==> config.mk <==
export PLATFORM = sky130hd
export DESIGN_NAME = serial_full_adder
export DESIGN_NICKNAME = d
export VERILOG_FILES = /design/src/rtl/serial_full_adder.sv
export SDC_FILE = /design/constraint.sdc
export NUM_CORES = 1
export LEC_CHECK = 0
export BUFFER_PORTS_ARGS = -buffer_cell sky130_fd_sc_hd__buf_2
export CORE_MARGIN = 2
export CORE_UTILIZATION = 50
export DETAILED_ROUTE_END_ITERATION = 8
export PLACE_DENSITY = 0.74
export SYNTH_ARGS = -nofsm -noshare
export SYNTH_HDL_FRONTEND = slang
export SYNTH_SLANG_ARGS = --single-unit
==> constraint.sdc <==
create_clock -name clk -period 1.3 [get_ports clk]
set_input_delay 0.13 -clock clk [delete_from_list [all_inputs] [get_ports clk]]
set_output_delay 0.13 -clock clk [all_outputs]
set_load 0.02 [all_outputs]
==> src/rtl/serial_full_adder.sv <==
// ---------------------------------------------------------------------------
// serial_full_adder
//
// Bit-serial adder: one full-adder cell with a registered carry. Operands are
// latched on an accepted start and consumed LSB-first, one bit per cycle, over
// W cycles. The result appears with a one-cycle done pulse and is held until
// the next accepted start.
//
// This block is the inverse of the full-subtractor cell: adding the subtrahend
// back to a difference recovers the minuend.
//
// Optional build macro: SERIAL_FULL_ADDER_SUB_EN
//   When defined, a 'sub' input is added. sub=1 computes a - b by loading ~b
//   and seeding the carry with 1. cout is then the no-borrow flag
//   (1 when a >= b unsigned). sub=0 is plain addition.
//   When undefined, the block only adds, which matches sub=0.
//
// Parameters:
//   W      operand/result width, 1..32
//
// Ports:
//   clk    rising-edge clock
//   rst    synchronous active-high reset; aborts any operation in progress
//   start  request; sampled only in IDLE or in the done cycle
//   sub    (macro only) subtract select, latched with the operands
//   a, b   operands, latched when start is accepted
//   busy   high while the serial operation runs (W cycles)
//   done   one-cycle pulse when sum/cout become valid
//   sum    result, held until the next accepted start
//   cout   final carry (no-borrow when subtracting), held with sum
// ---------------------------------------------------------------------------
module serial_full_adder #(
    parameter int W = 4
) (
    input  logic         clk,
    input  logic         rst,
    input  logic         start,
`ifdef SERIAL_FULL_ADDER_SUB_EN
    input  logic         sub,
`endif
    input  logic [W-1:0] a,
    input  logic [W-1:0] b,
    output logic         busy,
    output logic         done,
    output logic [W-1:0] sum,
    output logic         cout
);

    localparam int CNT_W = $clog2(W) + 1;

    typedef enum logic [1:0] {
        IDLE = 2'd0,
        RUN  = 2'd1,
        DONE = 2'd2
    } state_t;

    state_t state, state_nxt;

    // Serial datapath registers
    logic [W-1:0]     a_sh;
    logic [W-1:0]     b_sh;
    logic [W-1:0]     res;
    logic             carry;
    logic [CNT_W-1:0] cnt;

    // Combinational helpers
    logic             accept;
    logic             last;
    logic             s;
    logic             carry_nxt;
    logic [W-1:0]     res_nxt;
    logic [W-1:0]     b_load;
    logic             carry_init;

    // -----------------------------------------------------------------------
    // Operand conditioning: subtraction is a + ~b + 1, so the inverted operand
    // and the seeded carry are chosen at load time and the cell never changes.
    // -----------------------------------------------------------------------
    always_comb begin
        b_load     = b;
        carry_init = 1'b0;
`ifdef SERIAL_FULL_ADDER_SUB_EN
        if (sub) begin
            b_load     = ~b;
            carry_init = 1'b1;
        end
`endif
    end

    // -----------------------------------------------------------------------
    // Full-adder cell and result shift. The new sum bit enters at the MSB so
    // that after W shifts the LSB-first stream lines up as a normal word.
    // -----------------------------------------------------------------------
    always_comb begin
        s         = a_sh[0] ^ b_sh[0] ^ carry;
        carry_nxt = (a_sh[0] & b_sh[0]) | (a_sh[0] & carry) | (b_sh[0] & carry);
        res_nxt   = (res >> 1) | (W'(s) << (W - 1));
        last      = (cnt == CNT_W'(W - 1));
        // The done cycle accepts start exactly like IDLE for back-to-back ops.
        accept    = start && ((state == IDLE) || (state == DONE));
    end

    // -----------------------------------------------------------------------
    // FSM: state register
    // -----------------------------------------------------------------------
    always_ff @(posedge clk) begin
        if (rst) state <= IDLE;
        else     state <= state_nxt;
    end

    // -----------------------------------------------------------------------
    // FSM: next state
    // -----------------------------------------------------------------------
    always_comb begin
        state_nxt = state;
        case (state)
            IDLE:    if (accept) state_nxt = RUN;
            RUN:     if (last)   state_nxt = DONE;
            DONE:    state_nxt = accept ? RUN : IDLE;
            default: state_nxt = IDLE;
        endcase
    end

    assign busy = (state == RUN);
    assign done = (state == DONE);

    // -----------------------------------------------------------------------
    // Datapath. Start during RUN is ignored because accept is only true in
    // IDLE/DONE. sum/cout load only on the last RUN cycle (entry to DONE), so
    // partial results never become visible.
    // -----------------------------------------------------------------------
    always_ff @(posedge clk) begin
        if (rst) begin
            a_sh  <= '0;
            b_sh  <= '0;
            res   <= '0;
            carry <= 1'b0;
            cnt   <= '0;
            sum   <= '0;
            cout  <= 1'b0;
        end else if (accept) begin
            a_sh  <= a;
            b_sh  <= b_load;
            res   <= '0;
            carry <= carry_init;
            cnt   <= '0;
        end else if (state == RUN) begin
            a_sh  <= a_sh >> 1;
            b_sh  <= b_sh >> 1;
            res   <= res_nxt;
            carry <= carry_nxt;
            cnt   <= cnt + CNT_W'(1);
            if (last) begin
                sum  <= res_nxt;
                cout <= carry_nxt;
            end
        end
    end

endmodule

Yosys cells after proc, flatten, opt, wreduce, memory -nomap -nowiden. Index checks and enable logic that the tools add are counted. W data, S select, Z words.

Equal/unequal tests: 5. Bitwise operators: 9. Add/sub/neg operators: 1. Reduce and logical (&&, ||, !) cells: 7. Multiplexer cells: 8.

Operator list (number): $mux W4 (4); $pmux W2 S3 (1); $mux W2 (2); $or A3 B4 Y4 (1); $add A3 B1 Y3 const B (1); $and A1 B1 Y1 (3); $eq A3 B2 Y1 const B (1); $reduce_and A3 Y1 (1); $eq A2 B1 Y1 const B (1); $eq A2 B2 Y1 const B (1); $logic_not A2 Y1 (1); $ne A2 B1 Y1 const B (1); $ne A2 B2 Y1 const B (1); $or A1 B1 Y1 (2); $reduce_and A2 Y1 (1); $reduce_bool A2 Y1 (1); $reduce_or A2 Y1 (1); $xor A1 B1 Y1 (2); $logic_and A1 B1 Y1 (1); $logic_or A1 B1 Y1 (1); $mux W1 (1); $not A1 Y1 (1).

Output and inout bits: 7. Flip-flop bits (word level): 23.

Longest topological paths before layout.
Depth after elaboration: 5. Depth in mapped cells: 5. Gate-level depth less buffers: 5.

Least setup slack after synthesis. No wires, ideal clock.

Path kind: reg2reg. Start point: reg cnt[0]. End point: reg cout. Path slack: 0.135 ns. Stages on the path, launching flop included: 6. Arrival time: 1.095 ns. Cell sequence: dfxtp_1 > ha_1 > ha_1 > nand3b_1 > nand2_1 > a21oi_1.

Longest elaborated chain between the ends: 2.

Ends and longest elaborated chain: from (decl) (RTL line 64) `logic [CNT_W-1:0] cnt;`; from (signal assigned) (RTL line 152) `cnt <= cnt + CNT_W'(1);`; $eq A3 B2 Y1 (RTL line 98) `last = (cnt == CNT_W'(W - 1));`; $reduce_and A3 Y1 (no source line); to (signal assigned) (RTL line 155) `cout <= carry_nxt;`; to (decl) (RTL line 46) `output logic cout`.

No other way between the ends. A chain may end at the register's enable or synchronous reset.

Worst setup path after layout.
Start point: reg state[1]. End point: out busy.

Longest elaborated chain between the ends: 1.

Ends and longest elaborated chain: from (decl) (RTL line 57) `state_t state, state_nxt;`; from (signal assigned) (RTL line 108) `else state <= state_nxt;`; $eq A2 B1 Y1 (RTL line 124) `assign busy = (state == RUN);`; to (decl) (RTL line 43) `output logic busy,`.

No other way between the ends.

==> results summary <==
The worst register-to-register path ends at cnt[0]$_SDFFE_PP0P_. The analysis attributes to cell leakage a power of 0.000435 uW. The number of global-route vias before repair is 708. The signed area change from the synthesized netlist to the final layout is 20.4%.

The number of placed I/O pins came out at 18. The switching power as a share of total power came out at 24.6%. The filler-free cell count of the finished design came out at 148. Once detailed placement completed, the half-perimeter wirelength came to 1180 um. The worst pin sits at a relative slew slack of 80.8%.

The cell area after placement came out at 1010 sq um. After layout, the minimum clock period comes to 1.23 ns. For the worst-skew pair, the clock arrives at the later sink with an insertion delay of 0.30 ns. The wire length of the first global-routing pass is 2880 um.

The internal power of the cells totals 958 uW. The total detailed-routing wirelength came out at 1690 um. The area of the multi-input gates came out at 417 sq um. The launch point of the critical path is state[1]$_SDFFE_PP0P_. TritonCTS built the clock tree.

The pin count of the biggest net entering global routing is 17. The final number of hold-violating endpoints is 0. The number of DRC violations after detailed-routing iteration 0 came out at 6. Combinational cells account for 13.9% of the total power. The number of placed instances, taps included is 142.

For this run, the detailed router's first-pass iteration total came to 4. The post-layout net count came out at 138. The worst clock skew on the final layout came out at 0.00317 ns. The transition time at the pin with the least slew margin came out at 0.288 ns. The CTS buffer count came out at 3. 0 antenna diodes ended up in the layout. The maximum number of buffers from clock root to sink came out at 2. The number of enable flip-flop cells after synthesis is 0.

The minimum hold slack is 0.101 ns. Buffers inserted to repair hold after CTS numbered 0. The root buffer cell chosen for the clock tree is sky130_fd_sc_hd__clkbuf_4.

The count of warnings emitted by yosys came out at 0. The worst setup path is of the reg -> out kind. The end point of the critical path is busy. The final routed DRC violation total came out at 0. STA classifies the critical path endpoint as a primary output. Derived from the worst setup path, the maximum achievable clock frequency is 0.810 GHz.

The average wire per standard cell came out at 11.4 um. The number of failing setup endpoints in the final timing report is 0. Across the run, the number of max-cap violations was 0. After filler insertion, the fill cell instance count of the layout stands at 143. Among all flip-flop cells after synthesis, the most frequent one is sky130_fd_sc_hd__dfxtp_1. For this design the ratio of total power to cell area is 1180 nW/um^2. The synthesized area per cell is 8.88 sq um. For this design the total switching power over the nets is 312 uW. The slack of the worst reg-to-reg path came out at 0.07 ns. The aggregate global routing overflow is 0. The number of clock sinks is 22. The flow ran to the end, and the final reports show no timing, DRC or antenna violations. The cell count after synthesis is 101. The finished layout cell area is 1080 sq um. The synthesized netlist contains 25 unique library cells. Summing all flip-flop and latch instances after layout gives 443 sq um. The remaining number of nets flagged by the antenna check after routing is 0. The height of the chip came out at 46.4 um. The sequential cell fraction of total power is 57.1%. The number of antenna violations at the first check in global routing came to 0. The number of rows in the core area is 15.

The count of cells along the worst register-to-register path is 6. The via density per instance came out at 5.05. The final number of max-transition violations is 0.

For the worst setup path, the data required time is 1.17 ns. The number of nets in the synthesized netlist is 115. The layout cell share with drive strength beyond 1 came out at 30.1%.

After floorplanning, the core was sized to cover 1710 sq um. The post-synthesis instance area is 897 sq um. In this run, the clock network consumes 28.9% of the power. The worst hold path belongs to the class in -> reg. The initial cell density of the core is 52.5%. STA classifies the critical path startpoint as a flip-flop. The via total after detailed routing came out at 748.

The worst endpoint data arrival time is 1.10 ns. In this run the tool buffered the top-level ports with 17 buffer cells. The routability-driven placement congestion ratio came out at 0.766. The final cycle utilization of the critical path is 95.0%. The number of H-tree levels is 1. The floorplan die area came out at 2150 sq um. The startpoint identified for the worst register-to-register timing path is state[1]$_SDFFE_PP0P_. For this run, asynchronously set or reset flops after synthesis account for 0%.

The maximum fanout along the worst path is 3. The total global-route track usage is 18.5%. Of the synthesized area, sequential elements account for 49.1%. The die boundary width is 46.4 um. The number of register bits inferred by synthesis came out at 22. The maximum resistive drop on vdd came out at 1020 uV.

The clock-pin transition on the worst setup and hold timing paths is 0.11 ns.
==> worst max-delay path, stage by stage (launching register included) <==
cell	delay [ns]
sky130_fd_sc_hd__dfxtp_1	0.34
sky130_fd_sc_hd__nand2b_1	0.19
sky130_fd_sc_hd__inv_2	0.10
sky130_fd_sc_hd__buf_2	0.17
==> cell usage in the layout (no fill, tap or decap), drive strengths merged <==
cell     n
fa       1
a311oi   2
nor3    10
and2b    1
mux2i    2
o22ai    4
nand2b   3
inv      2
a21oi   10
buf     25
clkbuf   4
nand3    5
a211oi   1
o21a     1
nand3b   1
nand2   19
xnor2    1
ha       2
dfxtp   22
nor2b    1
nor2     6
==> cell type report <==
class	count	area share, %
sequential	22	41.0
multi-input combinational	70	38.6
timing repair buffer	25	13.4
clock buffer	4	3.36
tap	25	2.90
inverter	2	0.695
==> Yosys cell counts, types with 2 or more instances <==
cell type | count | area share, %
sky130_fd_sc_hd__nor2_1 | 6 | 2.5
sky130_fd_sc_hd__buf_6 | 2 | 2.5
sky130_fd_sc_hd__nor3_1 | 10 | 5.6
sky130_fd_sc_hd__nand3_1 | 5 | 2.8
sky130_fd_sc_hd__ha_1 | 2 | 2.8
sky130_fd_sc_hd__dfxtp_1 | 22 | 49
sky130_fd_sc_hd__a311oi_1 | 2 | 2.0
sky130_fd_sc_hd__nand2b_1 | 2 | 1.4
sky130_fd_sc_hd__mux2i_1 | 2 | 2.2
sky130_fd_sc_hd__a21oi_1 | 10 | 5.6
sky130_fd_sc_hd__o22ai_1 | 4 | 2.8
sky130_fd_sc_hd__buf_4 | 2 | 1.7
sky130_fd_sc_hd__nand2_1 | 19 | 7.9
sky130_fd_sc_hd__buf_2 | 2 | 1.1
==> power groups by stage <==
stage	Combinational, uW	Clock [uW]	Sequential, uW
2_1_floorplan	129	0	736
3_3_place_gp	159	0	739
3_5_place_dp	163	0	741
4_1_cts	173	379	726
5_1_grt	198	407	731
6_report	177	367	726
==> sequential cells by signal, indices dropped and copies added, names as in the netlist <==
signal / cells
a_sh: 4
b_sh: 4
sum: 4
cnt: 3
res: 3
state: 2
carry: 1
cout: 1
==> repair_timing <==
| item | 4_1_cts | 5_1_grt |
|---|---|---|
| endpoints found under the setup margin | 1 | 6 |
| resized for setup | 1 | 5 |
| endpoints found under the hold margin | 0 | 0 |
| setup buffers | 2 | 0 |
| pin swaps | 0 | 2 |
==> worst min path at each step <==
stage | startpoint | to | slack (ns) | depth (start not counted)
detailed placement | a[2] | a_sh[2]$_SDFFE_PP0P_ | 0.43 | 3
global placement | a[3] | a_sh[3]$_SDFFE_PP0P_ | 0.42 | 3
global route | a[2] | a_sh[2]$_SDFFE_PP0P_ | 0.11 | 3
floorplan | a[2] | a_sh[2]$_SDFFE_PP0P_ | 0.31 | 2
finish | a[2] | a_sh[2]$_SDFFE_PP0P_ | 0.10 | 3
CTS | a[2] | a_sh[2]$_SDFFE_PP0P_ | 0.09 | 3
==> per-layer routing <==
layer	track usage (%)	wire (um)	vias to the layer above
met4	6.86	25	0
met5	0	0	-
met3	2.35	54	5
met1	22.5	754	341
li1	-	-	388
met2	32.8	850	14
==> through the flow <==
stage / utilization [%] / setup WS [ns] / power, uW / setup TNS (ns)
floorplan: - / 0.135 / 864 / 0
global placement: 59.0 / 0.111 / 899 / 0
detailed placement: 59.0 / 0.0470 / 904 / 0
CTS: 62.1 / 0.0240 / 1280 / 0
global route: 63.2 / -0.00267 / 1340 / -0.00267
finish: 63.2 / 0.0654 / 1270 / 0
==> logic make-up (layout without fill, tap and decap cells) <==
family,Yosys count,count (layout),synth area share (%)
and+or+nand+nor,46,46,23.6
DFF,22,22,49.1
AOI/OAI and AO/OA,18,18,12.6
buffers and inverters,9,31,6.55
adders and majority gates,3,3,5.02
muxes,2,2,2.23
xor gates and xnor gates,1,1,0.976
No activity file was read; power rests on OpenSTA's default activity.
